==> src/rtl/miner_host_master.sv <==
// Avalon host that loads a mining job (target + header) into a miner, polls status, reads the nonce.
// Write phase is 29 back-to-back cycles, no slave backpressure; MINER_HOST_TIMEOUT_EN adds a poll watchdog.
module miner_host_master #(
    parameter int POLL_INTERVAL = 16,
    parameter int TIMEOUT_POLLS = 1024
) (
    input  logic         clk,
    input  logic         n_rst,
    input  logic         start,
    input  logic [255:0] target,
    input  logic [607:0] message,
    output logic         busy,
    output logic         done,
    output logic         found,
    output logic         timeout,
    output logic [31:0]  foundNonce,
    output logic [4:0]   masterAddr,
    output logic [31:0]  masterWriteData,
    output logic         masterWrite,
    output logic         masterRead,
    output logic         masterChipSelect,
    input  logic [31:0]  masterReadData
);

    typedef enum logic [3:0] {
        IDLE, CLR_CTRL, WR_TARGET, WR_MSG, SET_CTRL,
        POLL_WAIT, POLL_RD, POLL_CAP, NONCE_RD, NONCE_CAP, FINISH
    } state_t;

    localparam logic [31:0] WAIT_LAST = 32'(POLL_INTERVAL - 1);

    state_t         state;
    logic [255:0]   tgt_q;
    logic [607:0]   msg_q;
    logic [4:0]     idx;
    logic [31:0]    wait_cnt;
    logic [31:0]    poll_cnt;

`ifdef MINER_HOST_TIMEOUT_EN
    localparam logic [31:0] TIMEOUT_LIM = 32'(TIMEOUT_POLLS);
    logic timeout_q;
    assign timeout = timeout_q;
`else
    logic [31:0] unused_poll_cnt;
    assign unused_poll_cnt = poll_cnt ^ 32'(TIMEOUT_POLLS);
    assign timeout = 1'b0;
`endif

    assign masterChipSelect = masterWrite | masterRead;

    // Bus outputs are registered: each branch sets up the strobes for the state being entered.
    // The job copies are shifted out word by word, so the low 32 bits are always the next word.
    always_ff @(posedge clk or negedge n_rst) begin
        if (!n_rst) begin
            state           <= IDLE;
            tgt_q           <= '0;
            msg_q           <= '0;
            idx             <= '0;
            wait_cnt        <= '0;
            poll_cnt        <= '0;
            busy            <= 1'b0;
            done            <= 1'b0;
            found           <= 1'b0;
            foundNonce      <= '0;
            masterAddr      <= '0;
            masterWriteData <= '0;
            masterWrite     <= 1'b0;
            masterRead      <= 1'b0;
`ifdef MINER_HOST_TIMEOUT_EN
            timeout_q       <= 1'b0;
`endif
        end else begin
            done <= 1'b0;
            case (state)
                IDLE: begin
                    if (start) begin
                        tgt_q           <= target;
                        msg_q           <= message;
                        found           <= 1'b0;
                        foundNonce      <= '0;
                        poll_cnt        <= '0;
                        busy            <= 1'b1;
                        masterWrite     <= 1'b1;
                        masterAddr      <= 5'd1;
                        masterWriteData <= '0;
`ifdef MINER_HOST_TIMEOUT_EN
                        timeout_q       <= 1'b0;
`endif
                        state           <= CLR_CTRL;
                    end
                end
                CLR_CTRL: begin
                    masterAddr      <= 5'd2;
                    masterWriteData <= tgt_q[31:0];
                    tgt_q           <= tgt_q >> 32;
                    idx             <= '0;
                    state           <= WR_TARGET;
                end
                WR_TARGET: begin
                    if (idx == 5'd7) begin
                        masterAddr      <= 5'd11;
                        masterWriteData <= msg_q[31:0];
                        msg_q           <= msg_q >> 32;
                        idx             <= '0;
                        state           <= WR_MSG;
                    end else begin
                        masterAddr      <= masterAddr + 5'd1;
                        masterWriteData <= tgt_q[31:0];
                        tgt_q           <= tgt_q >> 32;
                        idx             <= idx + 5'd1;
                    end
                end
                WR_MSG: begin
                    if (idx == 5'd18) begin
                        masterAddr      <= 5'd1;
                        masterWriteData <= 32'd3;
                        state           <= SET_CTRL;
                    end else begin
                        masterAddr      <= masterAddr + 5'd1;
                        masterWriteData <= msg_q[31:0];
                        msg_q           <= msg_q >> 32;
                        idx             <= idx + 5'd1;
                    end
                end
                SET_CTRL: begin
                    masterWrite     <= 1'b0;
                    masterAddr      <= '0;
                    masterWriteData <= '0;
                    wait_cnt        <= '0;
                    state           <= POLL_WAIT;
                end
                POLL_WAIT: begin
                    if (wait_cnt == WAIT_LAST) begin
                        masterRead <= 1'b1;
                        masterAddr <= 5'd0;
                        state      <= POLL_RD;
                    end else begin
                        wait_cnt <= wait_cnt + 32'd1;
                    end
                end
                POLL_RD: begin
                    masterRead <= 1'b0;
                    if (poll_cnt != '1)
                        poll_cnt <= poll_cnt + 32'd1;
                    state <= POLL_CAP;
                end
                POLL_CAP: begin
                    if (masterReadData[0]) begin
                        found      <= masterReadData[1];
                        masterRead <= 1'b1;
                        masterAddr <= 5'd10;
                        state      <= NONCE_RD;
                    end
`ifdef MINER_HOST_TIMEOUT_EN
                    else if (poll_cnt == TIMEOUT_LIM) begin
                        // Drop the control bits so the miner stops; the write lands in FINISH.
                        masterWrite     <= 1'b1;
                        masterAddr      <= 5'd1;
                        masterWriteData <= '0;
                        timeout_q       <= 1'b1;
                        found           <= 1'b0;
                        done            <= 1'b1;
                        busy            <= 1'b0;
                        state           <= FINISH;
                    end
`endif
                    else begin
                        wait_cnt <= '0;
                        state    <= POLL_WAIT;
                    end
                end
                NONCE_RD: begin
                    masterRead <= 1'b0;
                    masterAddr <= '0;
                    state      <= NONCE_CAP;
                end
                NONCE_CAP: begin
                    if (found)
                        foundNonce <= masterReadData;
                    done  <= 1'b1;
                    busy  <= 1'b0;
                    state <= FINISH;
                end
                FINISH: begin
                    masterWrite     <= 1'b0;
                    masterRead      <= 1'b0;
                    masterAddr      <= '0;
                    masterWriteData <= '0;
                    state           <= IDLE;
                end
                default: state <= IDLE;
            endcase
        end
    end

endmodule
==> config.mk <==
export PLATFORM = sky130hd
export DESIGN_NAME = miner_host_master
export DESIGN_NICKNAME = d
export VERILOG_FILES = /design/src/rtl/miner_host_master.sv
export SDC_FILE = /design/constraint.sdc
export NUM_CORES = 2
export LEC_CHECK = 0
export CELL_PAD_IN_SITES_DETAIL_PLACEMENT = 0
export CELL_PAD_IN_SITES_GLOBAL_PLACEMENT = 1
export CORE_AREA = 2 2 385 387
export DETAILED_ROUTE_END_ITERATION = 16
export DIE_AREA = 0 0 387 389
export PLACE_DENSITY = 0.68
export SKIP_CTS_REPAIR_TIMING = 1
export SYNTH_ARGS = -nofsm -noshare
export SYNTH_HDL_FRONTEND = slang
export SYNTH_SLANG_ARGS = --single-unit
==> constraint.sdc <==
create_clock -name clk -period 4.7 [get_ports clk]
set_input_delay 1.175 -clock clk [delete_from_list [all_inputs] [get_ports clk]]
set_output_delay 1.175 -clock clk [all_outputs]
set_load 0.01 [all_outputs]
# After elaboration in Yosys (flattened, before gate mapping)
# Cells that the tools add are included.
# word_totals
register_bits,979
inputBits,899
out_inout_bits,76
wordCells,107
# classes
addsub,3
eq_ne,23
mux,41
bitwise_logic,1
n_reduce_logical,26
# ops
operator,count
two-way mux 608 bit,3
case mux 608 bit (3 select lines),1
case mux 256 bit (3 select lines),1
two-way mux 256 bit,2
two-way mux 32 bit,6
case mux 32 bit (5 select lines),1
case mux 32 bit (3 select lines),1
case mux 32 bit (2 select lines),1
case mux 4 bit (10 select lines),1
two-way mux 5 bit,7
case mux 5 bit (7 select lines),1
adder 32 x 1 -> 32 bit (second input constant),1
equality test 32 x 4 -> 1 bit (second input constant),1
two-way mux 4 bit,5
!= test 2 bit (second input constant),10
equality test 4 x 3 -> 1 bit (second input constant),4
case mux 5 bit (3 select lines),1
AND reduction 3 bit,5
nonzero test 3 bit,5
equality test 4 bit (second input constant),3
AND reduction 4 bit,3
adder 5 x 1 -> 5 bit (second input constant),2
equality test 4 x 2 -> 1 bit (second input constant),2
AND reduction 2 bit,4
other kinds (13),23

# Logic depth before layout (Yosys ltp)
# logic_depth
ltp_word,4
ltp_mapped,10
mapped_depth_nobuf,7

# Worst setup path before layout
# No wires, ideal clock.
# synth_path
path_type,input -> register
start,input masterReadData[0]
end,register masterAddr[0]
setup_ps,125
arrival_ps,2239
required_ps,4575
path_slack_ps,2336
path_stages,6
n_path_buf,1
cell_sequence,clkbuf_1 nand2_1 a21oi_1 o21ai_0 nor2_1 mux2_2
# synth_between
elab_chain_len,2
# synth_rtl
element,line_no,rtl
"start, declared",22,input logic [31:0] masterReadData
!= test 2 bit (no source line),n/a,
AND reduction 4 bit (no source line),n/a,
"end signal, assigned",107,masterAddr <= masterAddr + 5'd1;
"end signal, assigned",119,masterAddr <= masterAddr + 5'd1;
"end, declared",17,"output logic [4:0] masterAddr,"
# No other way between the ends.
# A chain may end at the register's enable or synchronous reset.

# Worst setup path in the final report
# layout_path
start,register masterRead
end,output masterChipSelect
# layout_between
elab_chain_len,1
# layout_rtl
element,line_no,rtl
"start, declared",20,"output logic masterRead,"
"start signal, assigned",68,masterRead <= 1'b0;
"start signal, assigned",134,masterRead <= 1'b1;
"start signal, assigned",142,masterRead <= 1'b0;
OR 1 bit,49,assign masterChipSelect = masterWrite | masterRead;
"end, declared",21,"output logic masterChipSelect,"
# No other way between the ends.

==> flow_summary.ini <==
[detailed_routing]
ant_nets = 0
wl_per_cell_um = 22.2
drtIter0Drc = 2958
wl_um = 174000
route.vias.total = 38225
firstDrtPassIters = 5
drc = 0
viasPerCell = 4.87

[clock_network]
h-tree-depth = 3
clk_pin_slew_ns = 0.06
cts_sinks = 979
cts_inserted_buffers = 115
clock_path_buffers = 3
root_buffer = clkbuf_16
clk_latency_ns = 0.72
cts_tree = done

[placement]
dp_hpwl_um = 129000
routabilityCongestion = 0.877
place_area_sq_um = 55600
portBuffers = 973

[yosys]
yosysWarnings = 0
synth_seq_cells = 979
synth_cells = 5017
synth_edf_count = 0
yosysTopAreaCellShare_pct = 55.2
yosysMostFrequentCell = nand2_1
ys_seq_area_share_pct = 55.2
syn_area_per_cell_sq_um = 8.84
ys.flop_type = dfrtp_1
yosysTopAreaCell = dfrtp_1
synthDistinctLibCells = 69
async_flop_share_pct = 100
synth_commonest_cells = nand2_1 (1,602), dfrtp_1 (979), nor2_1 (610), a31oi_1 (587), o21ai_0 (248)
synth_nets = 5920
synth_area_sq_um = 44400
ys_top_cells_by_area = dfrtp_1 (55%), nand2_1 (14%), a31oi_1 (8.3%)

[setup_path]
r2r_start = state[1]
cpLargestDelayFamily = flip-flops
arrival_ns = 2.05
cp_slowest_cell = dfrtp_1
rr_worst_depth = 8
crit_start = masterRead
critPathRequiredTime_ns = 3.52
path_buf_inv = 1
path_class = flop to primary output
r2r_end = tgt_q[152]
critPathMaxFanout = 3
cp-end-kind = primary output
worstPathCellList = or2_2 > clkdlybuf4s50_1
rrSetupSlack_ns = 1.61
start_kind = flop
crit_path_max_incr_delay_ns = 0.50

[min_path]
worstHoldPathType = flop to flop
min_from = tgt_q[251]
hold_end = tgt_q[251]
whs_path_depth = 2

[sta]
rsz0062_at_grt = false
setup_violations = 0
whs_ns = 0.464
slew_headroom_pct = 23.1
fin_tns_setup_ns = 0
finalMaxSlewViolations = 0
period_share_pct = 68.6
fin_crit_ns = 3.22
hold_violations = 0
fin_skew_ns = 0.0321
fmax_mhz = 310
worst_pin_slew_ns = 1.14

[final_layout]
fin_area_sq_um = 59600
fin_nets = 6698
area_growth_syn_to_layout_pct = 34.4
drive_gt1_share_pct = 4.87
utilization_pct = 40.7

[global_routing]
antenna_found_initial = 66
use_met1_pct = 28.8
grt_pass1_wl_um = 254000
grt_use_total_pct = 22.5
grt_util_met3_pct = 5.88
grt_max_degree = 180
grt-busiest-layer = met2
overflow = 0
use_met2_pct = 37.7
grt_pass1_vias = 37439

[power_and_ir_drop]
p_leak_nw = 26.0
vdd_drop_max_mv = 0.731
powerDensity_nw_per_um2 = 733

[floorplanning]
num_rows = 141
die_w_um = 387
dieArea_sq_um = 151000
die_h_um = 389
io_pins = 975
start_util_pct = 30.3
core_sq_um = 147000

[job]
cap_viol_max_count = 0

[outcome]
outcome = completed
==> cells in the final DEF, fill, tap and decap left out, drive strengths merged, types with 8 or more instances in the layout <==
master / n
mux2i: 226
nand3: 80
and2: 33
o21ai: 317
dfrtp: 979
nand2: 1604
nor2: 612
nor4: 8
nor3: 13
clkdlybuf4s50: 972
clkinv: 23
inv: 13
buf: 79
bufinv: 8
a221o: 33
clkbuf: 175
a21oi: 28
nand4: 16
diode: 36
a31oi: 588
==> logic make-up after synthesis <==
family / count (synthesis) / share of synthesized area, %
buffers and inverters: 402 / 4.52
multiplexers: 229 / 5.18
flip-flops: 979 / 55.2
other: 1 / 0.00845
AND/OR/NAND/NOR: 2396 / 21.2
XOR/XNOR: 2 / 0.0395
adder cells (fa/ha/maj): 4 / 0.113
AO/OA/AOI/OAI: 1004 / 13.7
==> worst max-delay path by stage <==
stage                     slack (ns)          endpoint  depth (start not counted)
after global placement          1.23         msg_q[13]                          8
after CTS                       1.37  masterChipSelect                          2
after detailed placement        1.20        msg_q[304]                          8
after global routing            1.37  masterChipSelect                          2
after floorplan                 2.34     masterAddr[0]                          6
final                           1.48  masterChipSelect                          2
==> worst min-delay path, stage by stage, from the launching register on <==
cell and delay [ns]:
dfrtp_1 0.34, nand2_1 0.05, nand2_1 0.05
==> power breakdown <==
group	total (mW)	switching, mW	internal [mW]
registers	15.2	2.58	12.6
clock network	9.20	3.76	5.44
logic	19.3	12.2	7.08
total	43.7	18.5	25.1
==> area by class of cell <==
type                       count  area, sq um
timing repair buffer        1051        10800
antenna                       36         90.1
inverter                      12         45.0
clock buffer                 175         3430
fill                       14850        87000
sequential                   979        24500
tap                         1930         2410
clock inverter                36          445
multi-input combinational   3636        17900
==> flip-flops by register name (all words and copies together) (netlist names), 4 cells and up <==
| signal | cells |
|---|---|
| msg_q | 608 |
| tgt_q | 256 |
| foundNonce | 32 |
| masterWriteData | 32 |
| wait_cnt | 32 |
| idx | 5 |
| masterAddr | 5 |
| state | 4 |
==> routing by layer <==
layer | vias up | wire length [um]
met5 | - | 339
met4 | 52 | 3900
met3 | 243 | 11600
met2 | 944 | 84500
met1 | 18404 | 73800
li1 | 18582 | -
==> per-stage QoR <==
step / instances / power, mW / setup WS, ns
3_5_place_dp: 7608 / 34.9 / 1.20
4_1_cts: 7819 / 44.3 / 1.37
6_report: 7855 / 43.7 / 1.48
3_3_place_gp: 7608 / 34.5 / 1.23
5_1_grt: 7840 / 47.2 / 1.37
2_1_floorplan: 5017 / 28.7 / 2.34
(Power assumes the default switching activity.)
